[config.mk]
export PLATFORM = sky130hd
export DESIGN_NAME = alu_issue_seq
export DESIGN_NICKNAME = d
export VERILOG_FILES = /design/src/rtl/alu_issue_seq.sv
export SDC_FILE = /design/constraint.sdc
export NUM_CORES = 1
export LEC_CHECK = 0
export CAP_MARGIN = 20
export CORE_ASPECT_RATIO = 1.75
export CORE_MARGIN = 2
export CORE_UTILIZATION = 30
export CTS_CLUSTER_SIZE = 25
export DETAILED_ROUTE_END_ITERATION = 10
export HOLD_SLACK_MARGIN = 0.1
export PLACE_DENSITY_LB_ADDON = 0.2
export SYNTH_ARGS = -nofsm -noshare
export SYNTH_HDL_FRONTEND = slang
export SYNTH_SLANG_ARGS = --single-unit
[constraint.sdc]
create_clock -name clk -period 1.54 [get_ports clk]
set_input_delay 0.154 -clock clk [delete_from_list [all_inputs] [get_ports clk]]
set_output_delay 0.154 -clock clk [all_outputs]
set_load 0.02 [all_outputs]
[src/rtl/alu_issue_seq.sv]
// Issue sequencer for the registered ALU. It accepts one RV32I integer instruction,
// reads its operands from the register file, drives the ALU and writes the result back.
module alu_issue_seq #(
    parameter int XLEN = 32,
    parameter int RA_W = 5
) (
    input  logic            clk,
    input  logic            rst,
    input  logic            instr_valid,
    output logic            instr_ready,
    input  logic [31:0]     instr,
    output logic            rf_ren,
    output logic [RA_W-1:0] rf_raddr1,
    output logic [RA_W-1:0] rf_raddr2,
    input  logic [XLEN-1:0] rf_rdata1,
    input  logic [XLEN-1:0] rf_rdata2,
    output logic [3:0]      alu_op,
    output logic [XLEN-1:0] alu_a,
    output logic [XLEN-1:0] alu_b,
    input  logic [XLEN-1:0] alu_result,
    output logic            wb_en,
    output logic [RA_W-1:0] wb_addr,
    output logic [XLEN-1:0] wb_data,
    output logic            done,
    output logic            illegal
);

    localparam logic [3:0] OP_ADD    = 4'd0;
    localparam logic [3:0] OP_SUB    = 4'd1;
    localparam logic [3:0] OP_SLL    = 4'd2;
    localparam logic [3:0] OP_SRL    = 4'd3;
    localparam logic [3:0] OP_SRA    = 4'd4;
    localparam logic [3:0] OP_SLT    = 4'd5;
    localparam logic [3:0] OP_SLTU   = 4'd6;
    localparam logic [3:0] OP_XOR    = 4'd7;
    localparam logic [3:0] OP_OR     = 4'd8;
    localparam logic [3:0] OP_AND    = 4'd9;
    localparam logic [3:0] OP_PASS_B = 4'd10;

    localparam logic [6:0] OPC_OP     = 7'b0110011;
    localparam logic [6:0] OPC_OP_IMM = 7'b0010011;
    localparam logic [6:0] OPC_LUI    = 7'b0110111;

    localparam logic [6:0] F7_ZERO = 7'b0000000;
    localparam logic [6:0] F7_ALT  = 7'b0100000;

    localparam logic [1:0] BSEL_RS2 = 2'd0;
    localparam logic [1:0] BSEL_IMM = 2'd1;
    localparam logic [1:0] BSEL_LUI = 2'd2;

    typedef enum logic [1:0] {
        S_IDLE,
        S_READ,
        S_EXEC,
        S_WB
    } state_t;

    state_t      r_state;
    state_t      w_state_next;
    logic [31:0] r_instr;
    logic [3:0]  r_op;
    logic        r_legal;
    logic [1:0]  r_bsel;

    logic        w_accept;
    logic [3:0]  w_dec_op;
    logic        w_dec_legal;
    logic [1:0]  w_dec_bsel;
    logic [6:0]  w_opcode;
    logic [2:0]  w_funct3;
    logic [6:0]  w_funct7;
    logic [XLEN-1:0] w_imm_i;
    logic [XLEN-1:0] w_imm_u;

    assign w_opcode = r_instr[6:0];
    assign w_funct3 = r_instr[14:12];
    assign w_funct7 = r_instr[31:25];
    assign w_imm_i  = XLEN'($signed(r_instr[31:20]));
    assign w_imm_u  = XLEN'($signed({r_instr[31:12], 12'b0}));
    assign w_accept = (r_state == S_IDLE) && instr_valid && !rst;

    // OP and OP-IMM share the funct3 map; funct7 (imm[11:5] for OP-IMM) only
    // matters for OP in general and for the OP-IMM shifts.
    always_comb begin
        w_dec_op    = OP_ADD;
        w_dec_legal = 1'b0;
        w_dec_bsel  = BSEL_RS2;
        if (w_opcode == OPC_OP || w_opcode == OPC_OP_IMM) begin
            w_dec_bsel = (w_opcode == OPC_OP) ? BSEL_RS2 : BSEL_IMM;
            case (w_funct3)
                3'b000: begin
                    if (w_opcode == OPC_OP_IMM || w_funct7 == F7_ZERO) begin
                        w_dec_op    = OP_ADD;
                        w_dec_legal = 1'b1;
                    end else if (w_funct7 == F7_ALT) begin
                        w_dec_op    = OP_SUB;
                        w_dec_legal = 1'b1;
                    end
                end
                3'b001: begin
                    w_dec_op    = OP_SLL;
                    w_dec_legal = (w_funct7 == F7_ZERO);
                end
                3'b101: begin
                    if (w_funct7 == F7_ZERO) begin
                        w_dec_op    = OP_SRL;
                        w_dec_legal = 1'b1;
                    end else if (w_funct7 == F7_ALT) begin
                        w_dec_op    = OP_SRA;
                        w_dec_legal = 1'b1;
                    end
                end
                default: begin
                    case (w_funct3)
                        3'b010:  w_dec_op = OP_SLT;
                        3'b011:  w_dec_op = OP_SLTU;
                        3'b100:  w_dec_op = OP_XOR;
                        3'b110:  w_dec_op = OP_OR;
                        default: w_dec_op = OP_AND;
                    endcase
                    w_dec_legal = (w_opcode == OPC_OP_IMM) || (w_funct7 == F7_ZERO);
                end
            endcase
        end else if (w_opcode == OPC_LUI) begin
            w_dec_op    = OP_PASS_B;
            w_dec_legal = 1'b1;
            w_dec_bsel  = BSEL_LUI;
        end
    end

    always_comb begin
        w_state_next = r_state;
        case (r_state)
            S_IDLE:  if (w_accept) w_state_next = S_READ;
            S_READ:  w_state_next = w_dec_legal ? S_EXEC : S_WB;
            S_EXEC:  w_state_next = S_WB;
            default: w_state_next = S_IDLE;
        endcase
    end

    always_ff @(posedge clk) begin
        if (rst) begin
            r_state <= S_IDLE;
            r_instr <= '0;
            r_op    <= OP_ADD;
            r_legal <= 1'b0;
            r_bsel  <= BSEL_RS2;
        end else begin
            r_state <= w_state_next;
            if (w_accept) begin
                r_instr <= instr;
            end
            if (r_state == S_READ) begin
                r_op    <= w_dec_op;
                r_legal <= w_dec_legal;
                r_bsel  <= w_dec_bsel;
            end
        end
    end

    // Outputs are gated by rst so an aborted instruction never shows done or wb_en.
    always_comb begin
        instr_ready = 1'b0;
        rf_ren      = 1'b0;
        rf_raddr1   = '0;
        rf_raddr2   = '0;
        alu_op      = OP_ADD;
        alu_a       = '0;
        alu_b       = '0;
        wb_en       = 1'b0;
        wb_addr     = '0;
        wb_data     = '0;
        done        = 1'b0;
        illegal     = 1'b0;
        if (!rst) begin
            case (r_state)
                S_IDLE: instr_ready = 1'b1;
                S_READ: begin
                    rf_ren    = 1'b1;
                    rf_raddr1 = RA_W'(r_instr[19:15]);
                    rf_raddr2 = RA_W'(r_instr[24:20]);
                end
                S_EXEC: begin
                    alu_op = r_op;
                    alu_a  = (r_bsel == BSEL_LUI) ? '0 : rf_rdata1;
                    case (r_bsel)
                        BSEL_IMM: alu_b = w_imm_i;
                        BSEL_LUI: alu_b = w_imm_u;
                        default:  alu_b = rf_rdata2;
                    endcase
                end
                default: begin
                    done    = 1'b1;
                    illegal = !r_legal;
                    wb_en   = r_legal && (r_instr[11:7] != 5'd0);
                    wb_addr = RA_W'(r_instr[11:7]);
                    wb_data = alu_result;
                end
            endcase
        end
    end

endmodule
==> results.py, run 1 <==
metrics = {
    "critical_path": {
        "cp_max_fo": 6,
        "critical_path_class": "reg2out",
        "r2r-end": "r_state[0]",
        "critPathCaptureType": "primary output",
        "crit_path_max_incr_delay_ns": 0.35,
        "cp-endpoint": "alu_b[6]",
        "rr_worst_depth": 8,
        "cp-startpoint": "r_bsel[0]",
        "regToRegSetupSlack_ns": -0.15,
        "worst-path-stages": 9,
        "critPathLaunchType": "register",
        "r2r_start": "r_state[1]",
        "cp.required_ns": 1.39,
        "cp_cell_sequence": "inv_2 > ha_4 > buf_6 > buf_12 > buf_8 > nor2_1 > a21oi_2 > nor2_2 > buf_6",
        "crit_top_cell": "buf_6",
        "worstPathArrival_ns": 1.77,
        "critPathTopFamily": "buffers and inverters",
        "cp_slowest_cell": "dfxtp_2",
        "cp_num_buf_inv": 5,
    },
    "power": {
        "total_power_mw": 7.298,
        "power_leakage_nw": 3.366,
        "powerDensity_mw_per_mm2": 898.3,
        "peakVddDrop_mv": 0.6483,
    },
    "worst_hold_path": {
        "hp-class": "in2reg",
        "min_path_cells": 3,
    },
    "sta": {
        "relSlewSlack_pct": 78.81,
        "rsz0062_at_grt": "yes",
        "setup_slack_ns": -0.3828,
        "fin_crit_sh_pct": 124.9,
        "finalHoldViolations": 0,
        "setup_viol": 125,
        "fin_crit_ns": 1.923,
        "clock_skew_ns": 0.005830,
        "fin_setup_tns_ns": -26.81,
        "timing.hold.ws_ns": 0.4149,
        "worst_pin_slew_ns": 0.3154,
        "fmax_mhz": 520.1,
        "final_max_slew_viol_count": 0,
    },
    "die": {
        "start_util_pct": 30.69,
        "core-area_mm2": 0.009849,
        "io_pins": 251,
        "die-area_mm2": 0.01093,
        "die_y_um": 136.8,
        "die_w_um": 79.88,
        "num_rows": 48,
    },
    "placed_design": {
        "gp_congestion": 0.9375,
        "portBuffers": 250,
        "hpwl_um": 10730,
        "place_area_mm2": 0.006570,
    },
    "drt": {
        "avgRoutedWirePerCell_um": 21.60,
        "drt-total-wl_um": 19700,
        "via_count": 4863,
        "vias_per_cell": 5.332,
        "initialDrtViolationCount": 304,
        "ant_nets": 0,
        "drc": 0,
        "firstDrtPassIters": 5,
    },
    "yosys": {
        "yosysWarnings": 0,
        "synth-seq-cells": 41,
        "ys_seq_area_share_pct": 27.15,
        "synth_ff_type": "dfxtp_1",
        "netlist-cell-type-count": 41,
        "synthArstFlopShare_pct": 0,
        "netlist_area_mm2": 0.003023,
        "avgSynthCellArea_um2": 6.718,
        "synth-edff-count": 0,
        "syn-instance-count": 450,
        "syn_nets": 587,
    },
    "final_layout": {
        "layout.nets": 923,
        "area_growth_pct": 168.7,
        "layout-drive-gt1-share_pct": 51.53,
        "final_cell_area_mm2": 0.008124,
        "num-fill-cells": 540,
    },
    "global_routing": {
        "antenna_found_initial": 1,
        "grt_pass1_vias": 5025,
        "grt_usage_pct": 30.64,
        "grt_pass1_wl_um": 25730,
        "globalRouteOverflowTotal": 0,
        "grt_start_max_net_pins": 35,
    },
    "clocking": {
        "worst_skew_pair.late_latency_ns": 0.28,
        "cts.sinks": 41,
        "cts_tree": "built",
        "cts_hold_buf": 0,
        "cts-htree-levels": 2,
        "cts_made_buffers": 5,
        "cts_buffer_depth": 2,
        "cts.clk_slew.worst_paths_ns": 0.06,
        "cts-root-buf": "clkbuf_16",
    },
    "run_status": {
        "failed_checks": "negative setup slack",
        "outcome": "finished, violations left",
    },
    "run": {
        "cap_violations": 0,
    },
}
final cells by class:
cell class,count,area (um^2),share of cell area [%]
inverters,30,115.1,1.417
clock buffers,7,142.6,1.756
flip-flops and latches,41,832.0,10.24
well taps,125,156.4,1.925
multi-input cells,342,2826,34.79
diodes,1,2.502,0.03080
repair buffers,366,4049,49.84
cells in the final DEF, fill, tap and decap left out, drive strengths merged, types with 4 or more instances in the layout:
| cell | count |
|---|---|
| a21oi | 18 |
| a221oi | 20 |
| and2 | 82 |
| buf | 228 |
| clkbuf | 15 |
| clkdlybuf4s50 | 130 |
| dfxtp | 41 |
| ha | 6 |
| inv | 30 |
| nand2 | 74 |
| nand2b | 33 |
| nand3 | 4 |
| nor2 | 33 |
| nor2b | 6 |
| o21ai | 36 |
synthesized netlist by cell type, types with 2 or more instances:
| library cell | count | area, um^2 |
|---|---|---|
| nor4bb_1 | 2 | 20.02 |
| o21ai_1 | 6 | 30.03 |
| nor3_1 | 2 | 10.01 |
| and2_1 | 82 | 513.0 |
| a21oi_1 | 18 | 90.09 |
| a31oi_1 | 2 | 12.51 |
| dfxtp_1 | 41 | 820.8 |
| clkbuf_1 | 34 | 127.6 |
| a311oi_1 | 2 | 17.52 |
| or3_1 | 2 | 12.51 |
| nor2_1 | 33 | 123.9 |
| buf_1 | 2 | 7.510 |
| ha_1 | 6 | 75.07 |
| o21ai_0 | 30 | 150.1 |
| nand3_1 | 4 | 20.02 |
| a221oi_1 | 20 | 175.2 |
| inv_1 | 30 | 112.6 |
| nand2b_1 | 33 | 206.5 |
| nand2_1 | 74 | 277.8 |
| nor2b_1 | 6 | 37.54 |
tightest hold or removal path: cells and delay by family:
kind	cells	cell delay (ns)
AO/OA/AOI/OAI	1	0.05
buffers and inverters	1	0.40
AND/OR/NAND/NOR	1	0.05
metal layers:
layer  up-vias  track usage [%]  wire (um)
li1       2137                -          -
met1      2309            26.85       5877
met2       330            62.04      11000
met3        87            6.266       1609
met4         0            16.10       1217
met5         -                0          0
stage by stage:
stage               std cells  utilization, %  worst slack (ns)
CTS                       897           78.84           -0.3654
global placement          847           66.70           -0.4871
detailed placement        847           66.70           -0.5234
finish                    912           82.48           -0.3828
global route              912           82.48           -0.4211
floorplan                 450               -          0.001197
cell families (layout without fill, tap and decap cells):
group           Yosys count  in the layout  share of synthesized area (%)
xor+xnor                  1              1                         0.2898
flops                    41             41                          27.15
compound gates           88             88                          18.46
buf+inv                  67            403                          8.361
simple gates            246            246                          42.92
other cells               0              1                              0
mux                       1              1                         0.3311
fa+ha+maj                 6              6                          2.483
sequential cells by signal, indices dropped and copies added, names as in the netlist:
register / count
r_instr: 32
r_bsel: 2
r_op: 4
r_state: 2
r_legal: 1
worst min-delay path by stage:
| stage | start | to | slack [ns] |
|---|---|---|---|
| finish | instr[18] | r_instr[18] | 0.41 |
| global route | instr[18] | r_instr[18] | 0.43 |
| CTS | instr[18] | r_instr[18] | 0.42 |
| detailed placement | r_op[0] | r_op[0] | 0.46 |
| global placement | r_instr[4] | r_instr[4] | 0.45 |
| floorplan | instr[5] | r_instr[5] | 0.26 |
report_power, final:
part / switching, mW / total (mW) / internal [mW] / leakage (nW)
Sequential: 0.227 / 1.52 / 1.29 / 0.339
Combinational: 2.11 / 4.73 / 2.62 / 2.96
Clock: 0.417 / 1.05 / 0.637 / 0.0700
repair_timing:
action / CTS / global route
endpoints found under the setup margin: 136 / 151
gates cloned: 12 / 9
setup buffers: 34 / 16
pin swaps: 26 / 64
gates resized for setup: 847 / 75
No activity file was read; power rests on OpenSTA's default activity.
==> run 2: changes to the inputs <==
Settings changed: SLEW_MARGIN from default to 30.
==> results of run 2 <==
No change in the layout: final DEF, timing and power equal those of run 1.
